[config.mk]
export PLATFORM = sky130hd
export DESIGN_NAME = fetch_buffer_flat
export DESIGN_NICKNAME = d
export VERILOG_FILES = /design/src/rtl/fetch_buffer_if.sv /design/src/rtl/fetch_buffer.sv /design/src/flat_wrapper.sv
export SDC_FILE = /design/constraint.sdc
export NUM_CORES = 2
export LEC_CHECK = 0
export CAP_MARGIN = 20
export CORE_AREA = 5 5 426 428
export CTS_CLUSTER_DIAMETER = 100
export DETAILED_ROUTE_END_ITERATION = 12
export DIE_AREA = 0 0 431 433
export GPL_ROUTABILITY_DRIVEN = 0
export GPL_TIMING_DRIVEN = 1
export PLACE_DENSITY = 0.74
export SLEW_MARGIN = 25
export SYNTH_ARGS = -nofsm -noshare
export SYNTH_HDL_FRONTEND = slang
export SYNTH_SLANG_ARGS = --single-unit
export TNS_END_PERCENT = 30
[constraint.sdc]
create_clock -name clock -period 22.5 [get_ports clock]
set_input_delay 6.75 -clock clock [delete_from_list [all_inputs] [get_ports clock]]
set_output_delay 6.75 -clock clock [all_outputs]
set_load 0.02 [all_outputs]
[src/rtl/fetch_buffer_if.sv]
// fetch_buffer_if: fetch-to-decode queue bus
// Ports: flush, per-lane enqueue bundle (valid/pc/inst/pred_npc/gshare/bimodal/history),
//        in_ready, dequeue lanes (valid + same fields, lane 0 oldest), out_take, count.
interface fetch_buffer_if #(
    parameter int DEPTH     = 16,
    parameter int FETCH_W   = 2,
    parameter int DISP_W    = 2,
    parameter int HIST_BITS = 8
);
    logic                               flush;
    logic [FETCH_W-1:0]                 in_valid;
    logic [FETCH_W-1:0][31:0]           in_pc;
    logic [FETCH_W-1:0][31:0]           in_inst;
    logic [FETCH_W-1:0][31:0]           in_pred_npc;
    logic [FETCH_W-1:0]                 in_gshare_pred;
    logic [FETCH_W-1:0]                 in_bi_pred;
    logic [FETCH_W-1:0][HIST_BITS-1:0]  in_history;
    logic                               in_ready;
    logic [DISP_W-1:0]                  out_valid;
    logic [DISP_W-1:0][31:0]            out_pc;
    logic [DISP_W-1:0][31:0]            out_inst;
    logic [DISP_W-1:0][31:0]            out_pred_npc;
    logic [DISP_W-1:0]                  out_gshare_pred;
    logic [DISP_W-1:0]                  out_bi_pred;
    logic [DISP_W-1:0][HIST_BITS-1:0]   out_history;
    logic [$clog2(DISP_W+1)-1:0]        out_take;
    logic [$clog2(DEPTH+1)-1:0]         count;

    modport master (
        output flush, in_valid, in_pc, in_inst, in_pred_npc, in_gshare_pred, in_bi_pred,
               in_history, out_take,
        input  in_ready, out_valid, out_pc, out_inst, out_pred_npc, out_gshare_pred,
               out_bi_pred, out_history, count
    );
    modport slave (
        input  flush, in_valid, in_pc, in_inst, in_pred_npc, in_gshare_pred, in_bi_pred,
               in_history, out_take,
        output in_ready, out_valid, out_pc, out_inst, out_pred_npc, out_gshare_pred,
               out_bi_pred, out_history, count
    );
endinterface

[src/rtl/fetch_buffer.sv]
// fetch_buffer: in-order instruction queue between fetch/prediction and decode
// Ports: clock, reset (async active-low), bus (fetch_buffer_if.slave: enqueue bundle,
//        dequeue lanes, out_take, flush, in_ready, count).
module fetch_buffer #(
    parameter int DEPTH     = 16,
    parameter int FETCH_W   = 2,
    parameter int DISP_W    = 2,
    parameter int HIST_BITS = 8
) (
    input logic           clock,
    input logic           reset,
    fetch_buffer_if.slave bus
);
    localparam int AW = $clog2(DEPTH);
    localparam int CW = $clog2(DEPTH + 1);

    typedef struct packed {
        logic [31:0]          pc;
        logic [31:0]          inst;
        logic [31:0]          pred_npc;
        logic                 gshare_pred;
        logic                 bi_pred;
        logic [HIST_BITS-1:0] history;
    } entry_t;

    entry_t                       mem [DEPTH];
    logic [AW-1:0]                head, tail;
    logic [CW-1:0]                count, enq_num, take, eff_take;
    logic [FETCH_W-1:0][AW-1:0]   slot;
    logic                         ready, enq;

    // Ready looks only at registered occupancy so it never depends on decode this cycle.
    assign ready        = count <= CW'(DEPTH - FETCH_W);
    assign enq          = ready && |bus.in_valid && !bus.flush;
    assign take         = CW'(bus.out_take);
    assign eff_take     = take > count ? count : take;
    assign bus.in_ready = ready;
    assign bus.count    = count;

    // Compact sparse lanes: each valid lane lands after all lower valid lanes.
    always_comb begin
        enq_num = '0;
        slot    = '0;
        for (int i = 0; i < FETCH_W; i++) begin
            slot[i] = tail + enq_num[AW-1:0];
            enq_num = enq_num + CW'(bus.in_valid[i]);
        end
    end

    always_ff @(posedge clock or negedge reset) begin
        if (!reset) begin
            head  <= '0;
            tail  <= '0;
            count <= '0;
        end else if (bus.flush) begin
            head  <= '0;
            tail  <= '0;
            count <= '0;
        end else begin
            head  <= head + eff_take[AW-1:0];
            tail  <= tail + (enq ? enq_num[AW-1:0] : '0);
            count <= count + (enq ? enq_num : '0) - eff_take;
        end
    end

    always_ff @(posedge clock) begin
        for (int i = 0; i < FETCH_W; i++)
            if (enq && bus.in_valid[i])
                mem[slot[i]] <= '{pc: bus.in_pc[i], inst: bus.in_inst[i],
                                  pred_npc: bus.in_pred_npc[i],
                                  gshare_pred: bus.in_gshare_pred[i],
                                  bi_pred: bus.in_bi_pred[i], history: bus.in_history[i]};
    end

    for (genvar k = 0; k < DISP_W; k++) begin : g_out
        assign bus.out_valid[k]       = count > CW'(k);
        assign bus.out_pc[k]          = mem[head + AW'(k)].pc;
        assign bus.out_inst[k]        = mem[head + AW'(k)].inst;
        assign bus.out_pred_npc[k]    = mem[head + AW'(k)].pred_npc;
        assign bus.out_gshare_pred[k] = mem[head + AW'(k)].gshare_pred;
        assign bus.out_bi_pred[k]     = mem[head + AW'(k)].bi_pred;
        assign bus.out_history[k]     = mem[head + AW'(k)].history;
    end
endmodule
[src/flat_wrapper.sv]
// flat-port wrapper written by rule: the top's interface ports become plain ports
module fetch_buffer_flat 
#(
    parameter int DEPTH     = 16,
    parameter int FETCH_W   = 2,
    parameter int DISP_W    = 2,
    parameter int HIST_BITS = 8
)
  (clock, reset, bus_flush, bus_in_valid, bus_in_pc, bus_in_inst, bus_in_pred_npc, bus_in_gshare_pred, bus_in_bi_pred, bus_in_history, bus_out_take, bus_in_ready, bus_out_valid, bus_out_pc, bus_out_inst, bus_out_pred_npc, bus_out_gshare_pred, bus_out_bi_pred, bus_out_history, bus_count);
  fetch_buffer_if #(.DEPTH(DEPTH), .FETCH_W(FETCH_W), .DISP_W(DISP_W), .HIST_BITS(HIST_BITS)) bus_i ();
  input logic clock;
  input logic reset;
  input wire logic [$bits(bus_i.flush)-1:0] bus_flush;
  input wire logic [$bits(bus_i.in_valid)-1:0] bus_in_valid;
  input wire logic [$bits(bus_i.in_pc)-1:0] bus_in_pc;
  input wire logic [$bits(bus_i.in_inst)-1:0] bus_in_inst;
  input wire logic [$bits(bus_i.in_pred_npc)-1:0] bus_in_pred_npc;
  input wire logic [$bits(bus_i.in_gshare_pred)-1:0] bus_in_gshare_pred;
  input wire logic [$bits(bus_i.in_bi_pred)-1:0] bus_in_bi_pred;
  input wire logic [$bits(bus_i.in_history)-1:0] bus_in_history;
  input wire logic [$bits(bus_i.out_take)-1:0] bus_out_take;
  output wire logic [$bits(bus_i.in_ready)-1:0] bus_in_ready;
  output wire logic [$bits(bus_i.out_valid)-1:0] bus_out_valid;
  output wire logic [$bits(bus_i.out_pc)-1:0] bus_out_pc;
  output wire logic [$bits(bus_i.out_inst)-1:0] bus_out_inst;
  output wire logic [$bits(bus_i.out_pred_npc)-1:0] bus_out_pred_npc;
  output wire logic [$bits(bus_i.out_gshare_pred)-1:0] bus_out_gshare_pred;
  output wire logic [$bits(bus_i.out_bi_pred)-1:0] bus_out_bi_pred;
  output wire logic [$bits(bus_i.out_history)-1:0] bus_out_history;
  output wire logic [$bits(bus_i.count)-1:0] bus_count;
  assign bus_i.flush = bus_flush;
  assign bus_i.in_valid = bus_in_valid;
  assign bus_i.in_pc = bus_in_pc;
  assign bus_i.in_inst = bus_in_inst;
  assign bus_i.in_pred_npc = bus_in_pred_npc;
  assign bus_i.in_gshare_pred = bus_in_gshare_pred;
  assign bus_i.in_bi_pred = bus_in_bi_pred;
  assign bus_i.in_history = bus_in_history;
  assign bus_i.out_take = bus_out_take;
  assign bus_in_ready = bus_i.in_ready;
  assign bus_out_valid = bus_i.out_valid;
  assign bus_out_pc = bus_i.out_pc;
  assign bus_out_inst = bus_i.out_inst;
  assign bus_out_pred_npc = bus_i.out_pred_npc;
  assign bus_out_gshare_pred = bus_i.out_gshare_pred;
  assign bus_out_bi_pred = bus_i.out_bi_pred;
  assign bus_out_history = bus_i.out_history;
  assign bus_count = bus_i.count;
  fetch_buffer #(.DEPTH(DEPTH), .FETCH_W(FETCH_W), .DISP_W(DISP_W), .HIST_BITS(HIST_BITS)) u_core (.clock(clock), .reset(reset), .bus(bus_i));
endmodule
# Word level (Yosys, flattened, before mapping)
# Memory sizes are Yosys's and may differ from the RTL's.
# Index checks and enable logic that the tools add are counted.
# totals
out_inout_bits	220
ff_bits	13
ram_bits	1696
memories	1
wordCells	31
# mem_list
name	words	width	read_ports	rd_ports_with_merged_regs	wr	line_no	text
u_core.mem	16	106	2	0	2	fetch_buffer.sv:26	entry_t mem [DEPTH];
# op_classes
n_reduce_logical	6
magnitude_cmp	4
n_addsub	7
mux	10
# op_table
op	count
$mux W5	3
$mux W4	3
$gt A5 B1 Y1 const B	2
$add A4 B4 Y4	2
$add A5 B5 Y5	1
$gt A2 B5 Y1	1
$le A5 B4 Y1 const B	1
$sub A5 B5 Y5	1
$add A4 B1 Y4	1
$add A4 B1 Y4 const B	1
$logic_and A1 B1 Y1	4
$mux W1	4
$add A1 B1 Y2	1
$reduce_or A2 Y1	1
$logic_not A1 Y1	1

# Logic depth before layout (Yosys ltp)
# logic_depth
depth_word	7
depth_mapped	16
mapped_depth_nobuf	16

# Worst setup path after synthesis
# Ideal clock, no wire load.
# synth_timing
path_type	input-to-reg
from	input port bus_in_valid[1]
to	memory u_core.mem[11][0] (netlist name), enable pin
required_ns	21.783
setup_slack_ns	6.742
setup_ns	0.717
t_arrival_ns	15.041
stages	6
path_cell_list	inv_1 > ha_1 > nor3b_4 > buf_6 > nand4b_1 > o21ai_0
# synth_lines
element	line_no	text
from (decl)	flat_wrapper.sv:14	input wire logic [$bits(bus_i.in_valid)-1:0] bus_in_valid;
to (decl)	fetch_buffer.sv:26	

# Worst setup path in the final report
# layout_timing
from	register u_core.head[0]
to	output port bus_out_inst[29]
# layout_between
elab_chain_len	1
# layout_rtl
element	line_no	text
from (decl)	fetch_buffer.sv:27	logic [AW-1:0] head, tail;
from (signal assigned)	fetch_buffer.sv:60	head <= head + eff_take[AW-1:0];
$mem_v2 Z16 W106	-	
to (decl)	flat_wrapper.sv:25	output wire logic [$bits(bus_i.out_inst)-1:0] bus_out_inst;
# No other way between the ends.

==> key figures <==
Run status
  • Run status: complete, no violations

Die
  • Die H: roughly 430 µm
  • IO Count: 439
  • Area of the core: 0.177 mm²
  • Die footprint: 0.187 mm²
  • Die Wd: 431 µm
  • FP Rows: around 160
  • Starting Density: 0.556

Synth
  • Ys async rst share: 0.00761
  • Yosys warnings: 0
  • Post-synth design cell area: 0.0987 mm²
  • Post-synthesis cell count: around 5800
  • Number of synthesized flops with an enable pin: around 1700
  • Synth unique cells: 54
  • Seq/Total Area, Yosys: 0.519
  • FF+latch count, synth: 1709
  • Post-Syn Nets: 6013
  • Syn_area_per_cell: between 15 and 20 µm²
  • Primary FF master, synth: edfxtp_1

Power and ir drop
  • Pwr Density: 115 mW/mm²
  • Comb power frac: 0.470
  • Sequential share of power: 0.287
  • Static leakage: 34.9 nW
  • Net Sw Power: between 4 and 5 mW
  • Clock power frac: 0.243
  • Int Pwr: just over 8 mW
  • Worst vdd ir: 0.0933 mV
  • Sw Ratio: 0.365

STA
  • Crit share post-route: 0.602
  • RSZ-0062 raised after global routing: no
  • Worst Tran Pin Value: 1.17 ns
  • Final setup fails: 0
  • Fin. Hold Viols: 0
  • Fmax: 0.0738 GHz
  • Rel. slew slack: 0.220
  • Final min period: around 14 ns
  • Max-slew violation count: 0
  • Setup_tns: 0 ns
  • Worst clock skew: 0.0267 ns

CTS
  • Cts bufs inserted: approximately 190
  • CTS Buffer Depth: 3
  • TritonCTS Sinks: approximately 1700
  • Root Driver: clkbuf_16
  • CTS Hold Bufs: 0
  • CTS H-tree lvls: 4
  • TritonCTS clock tree: built
  • Clk Latency, worst-skew pair: 0.85 ns
  • Post-CTS Resized: 0
  • Clock transition at path regs: 0.06 ns
  • # Post-CTS Setup Buffers: 0

Worst hold path
  • Hold Startpoint: u_core.tail[0]$_DFF_PN0_
  • Hold Path Stages: 2
  • Hold Path Class: register to register
  • Hold Crit Endpoint: u_core.tail[0]$_DFF_PN0_

Global routing
  • First-pass GRT wire length: 457000 µm
  • Gr usage total: 0.340
  • Via count of the first global-routing pass: around 63000
  • Pin count of the biggest net entering global routing: 110
  • Initial antenna violation count: between 60 and 70
  • Global-route congestion overflow total: 0

Setup path
  • CP required: 15.75 ns
  • Crit path max fanout: 63
  • Critical R2R Capture: u_core.mem[11][54]$_DFFE_PP_
  • CP Capture Type: output pin
  • CP startpoint kind: register
  • Worst path arrival time: 6.80 ns
  • R2r setup slk: between 15 and 20 ns
  • Worst-case reg-to-reg path depth: 7
  • WS Path Type: register to output pin
  • Worst flop-to-flop path startpoint: u_core.bus.count[2]$_DFF_PN0_

Detailed routing
  • Final wirelength: 320000 µm
  • ANT nets after route: 0
  • # DRC: 0
  • Vias/cell: 7.38
  • DR vias: 62097
  • TritonRoute pass-1 iters: 6
  • DR iter-0 viols: 8413
  • Drt wl/cell: 38.0 µm

Job
  • Max-cap violation count: 0

Placement
  • Placed Cells: ~8000
  • PortBufs: roughly 440
  • DPL Wire Length: 170000 µm

Finish
  • Fill count: 12681
  • Area Growth Syn to Fin: 12.2%
  • Layout cells sized above 1: 0.487
  • Final Non-Filler Cells: about 8400
  • Post-layout net count: between 6000 and 7000
==> worst max path at each step <==
stage / to / slack, ns / from / depth (start not counted)
finish: bus_out_inst[29] / 8.95 / u_core.head[0]$_DFF_PN0_ / 9
global route: bus_out_inst[29] / 8.40 / u_core.head[0]$_DFF_PN0_ / 9
CTS: bus_out_inst[29] / 8.58 / u_core.head[0]$_DFF_PN0_ / 9
detailed placement: bus_out_inst[29] / 9.50 / u_core.head[0]$_DFF_PN0_ / 9
global placement: bus_out_inst[29] / 9.62 / u_core.head[0]$_DFF_PN0_ / 9
floorplan: u_core.mem[11][0]$_DFFE_PP_ / 6.74 / bus_in_valid[1] / 6
==> logic make-up (layout without fill, tap and decap cells) <==
kind of cell | after synthesis | after routing | share of synthesized area
compound gates | 378 | 378 | 0.0277
simple gates | 369 | 369 | 0.0180
other cells | 1 | 50 | 0.0000380
mux | 2586 | 2586 | 0.399
fa+ha+maj | 21 | 21 | 0.00297
buf+inv | 700 | 936 | 0.0324
flops | 1709 | 1709 | 0.519
xor+xnor | 9 | 9 | 0.000875
==> routing by layer <==
layer	part of all wire	track usage	routed length [µm]	vias up
li1	-	-	-	24097
met1	0.36	0.453	115000	32833
met2	0.48	0.535	153000	4406
met3	0.11	0.0665	33900	749
met4	0.053	0.181	17100	12
met5	0.00024	0	76	-
==> cell usage in the layout, fill, tap and decap left out, drive strengths merged, types with 5 or more instances in the layout <==
| cell type | n |
|---|---|
| edfxtp | 1696 |
| bufinv | 21 |
| clkbuf | 235 |
| clkdlybuf4s50 | 438 |
| ha | 17 |
| mux2 | 1696 |
| a31oi | 65 |
| o22ai | 7 |
| nor2b | 74 |
| nand2 | 251 |
| a21oi | 6 |
| xor2 | 5 |
| a211oi | 64 |
| diode | 49 |
| buf | 136 |
| a22oi | 212 |
| o21ai | 12 |
| inv | 24 |
| nor2 | 19 |
| clkinv | 79 |
| mux4 | 890 |
| dfrtp | 13 |
==> synthesized netlist by cell type (all sizes together) (3+ instances only) <==
cell type	n	area, µm²
nand4b	4	65.1
ha	17	213
clkbuf	376	1410
nor2	19	111
xnor2	4	35.0
nor2b	74	463
buf	307	1720
o21ai	12	60.1
a31oi	65	422
mux4	890	20000
dfrtp	13	325
nand2b	4	25.0
o21bai	3	22.5
a211oi	64	480
a21o	3	22.5
nand2	251	950
and2	4	25.0
xor2	5	51.3
a22oi	212	1590
a21oi	6	30.0
inv	17	63.8
o22ai	7	43.8
edfxtp	1696	50900
fa	4	80.1
mux2	1696	19300
==> power groups by stage <==
stage	logic, mW	registers, mW	clock network [mW]
floorplan	3.81	3.68	0
global placement	5.90	3.72	0
detailed placement	5.96	3.72	0
CTS	5.99	3.66	3.12
global route	6.25	3.66	3.25
finish	5.99	3.66	3.09
==> metrics by stage <==
step / instance area [µm²] / hold WS [ns] / setup WS [ns] / total power [mW] / util
floorplan: 98700 / 0.608 / 6.74 / 7.49 / -
global route: 111000 / 0.787 / 8.40 / 13.2 / 0.624
CTS: 110000 / 0.757 / 8.58 / 12.8 / 0.623
detailed placement: 104000 / 0.744 / 9.50 / 9.69 / 0.588
finish: 111000 / 0.758 / 8.95 / 12.7 / 0.624
global placement: 104000 / 0.715 / 9.62 / 9.62 / 0.588
==> cell type report <==
class,count,area (µm²),share of cell area
diodes,49,123,0.00111
clock buffers,235,4880,0.0441
clock inverters,110,1170,0.0106
inverters,17,71.3,0.000644
multi-input cells,3364,44600,0.403
flip-flops and latches,1709,51300,0.463
well taps,2355,2950,0.0266
repair buffers,574,5620,0.0508
==> sequential cells by signal, indices dropped and copies added (netlist names) <==
signal,count
u_core.tail,4
u_core.head,4
u_core.bus.count,5
u_core.mem,1696
==> worst max-delay path, stage by stage (launching register included) <==
cell	delay, ns
dfrtp_4	0.98
buf_4	0.90
buf_6	0.68
buf_4	0.85
buf_4	0.84
mux4_2	0.34
nor2b_1	0.13
a211oi_1	0.07
a31oi_1	0.36
clkdlybuf4s50_1	0.68
No activity file was read; power rests on OpenSTA's default activity.
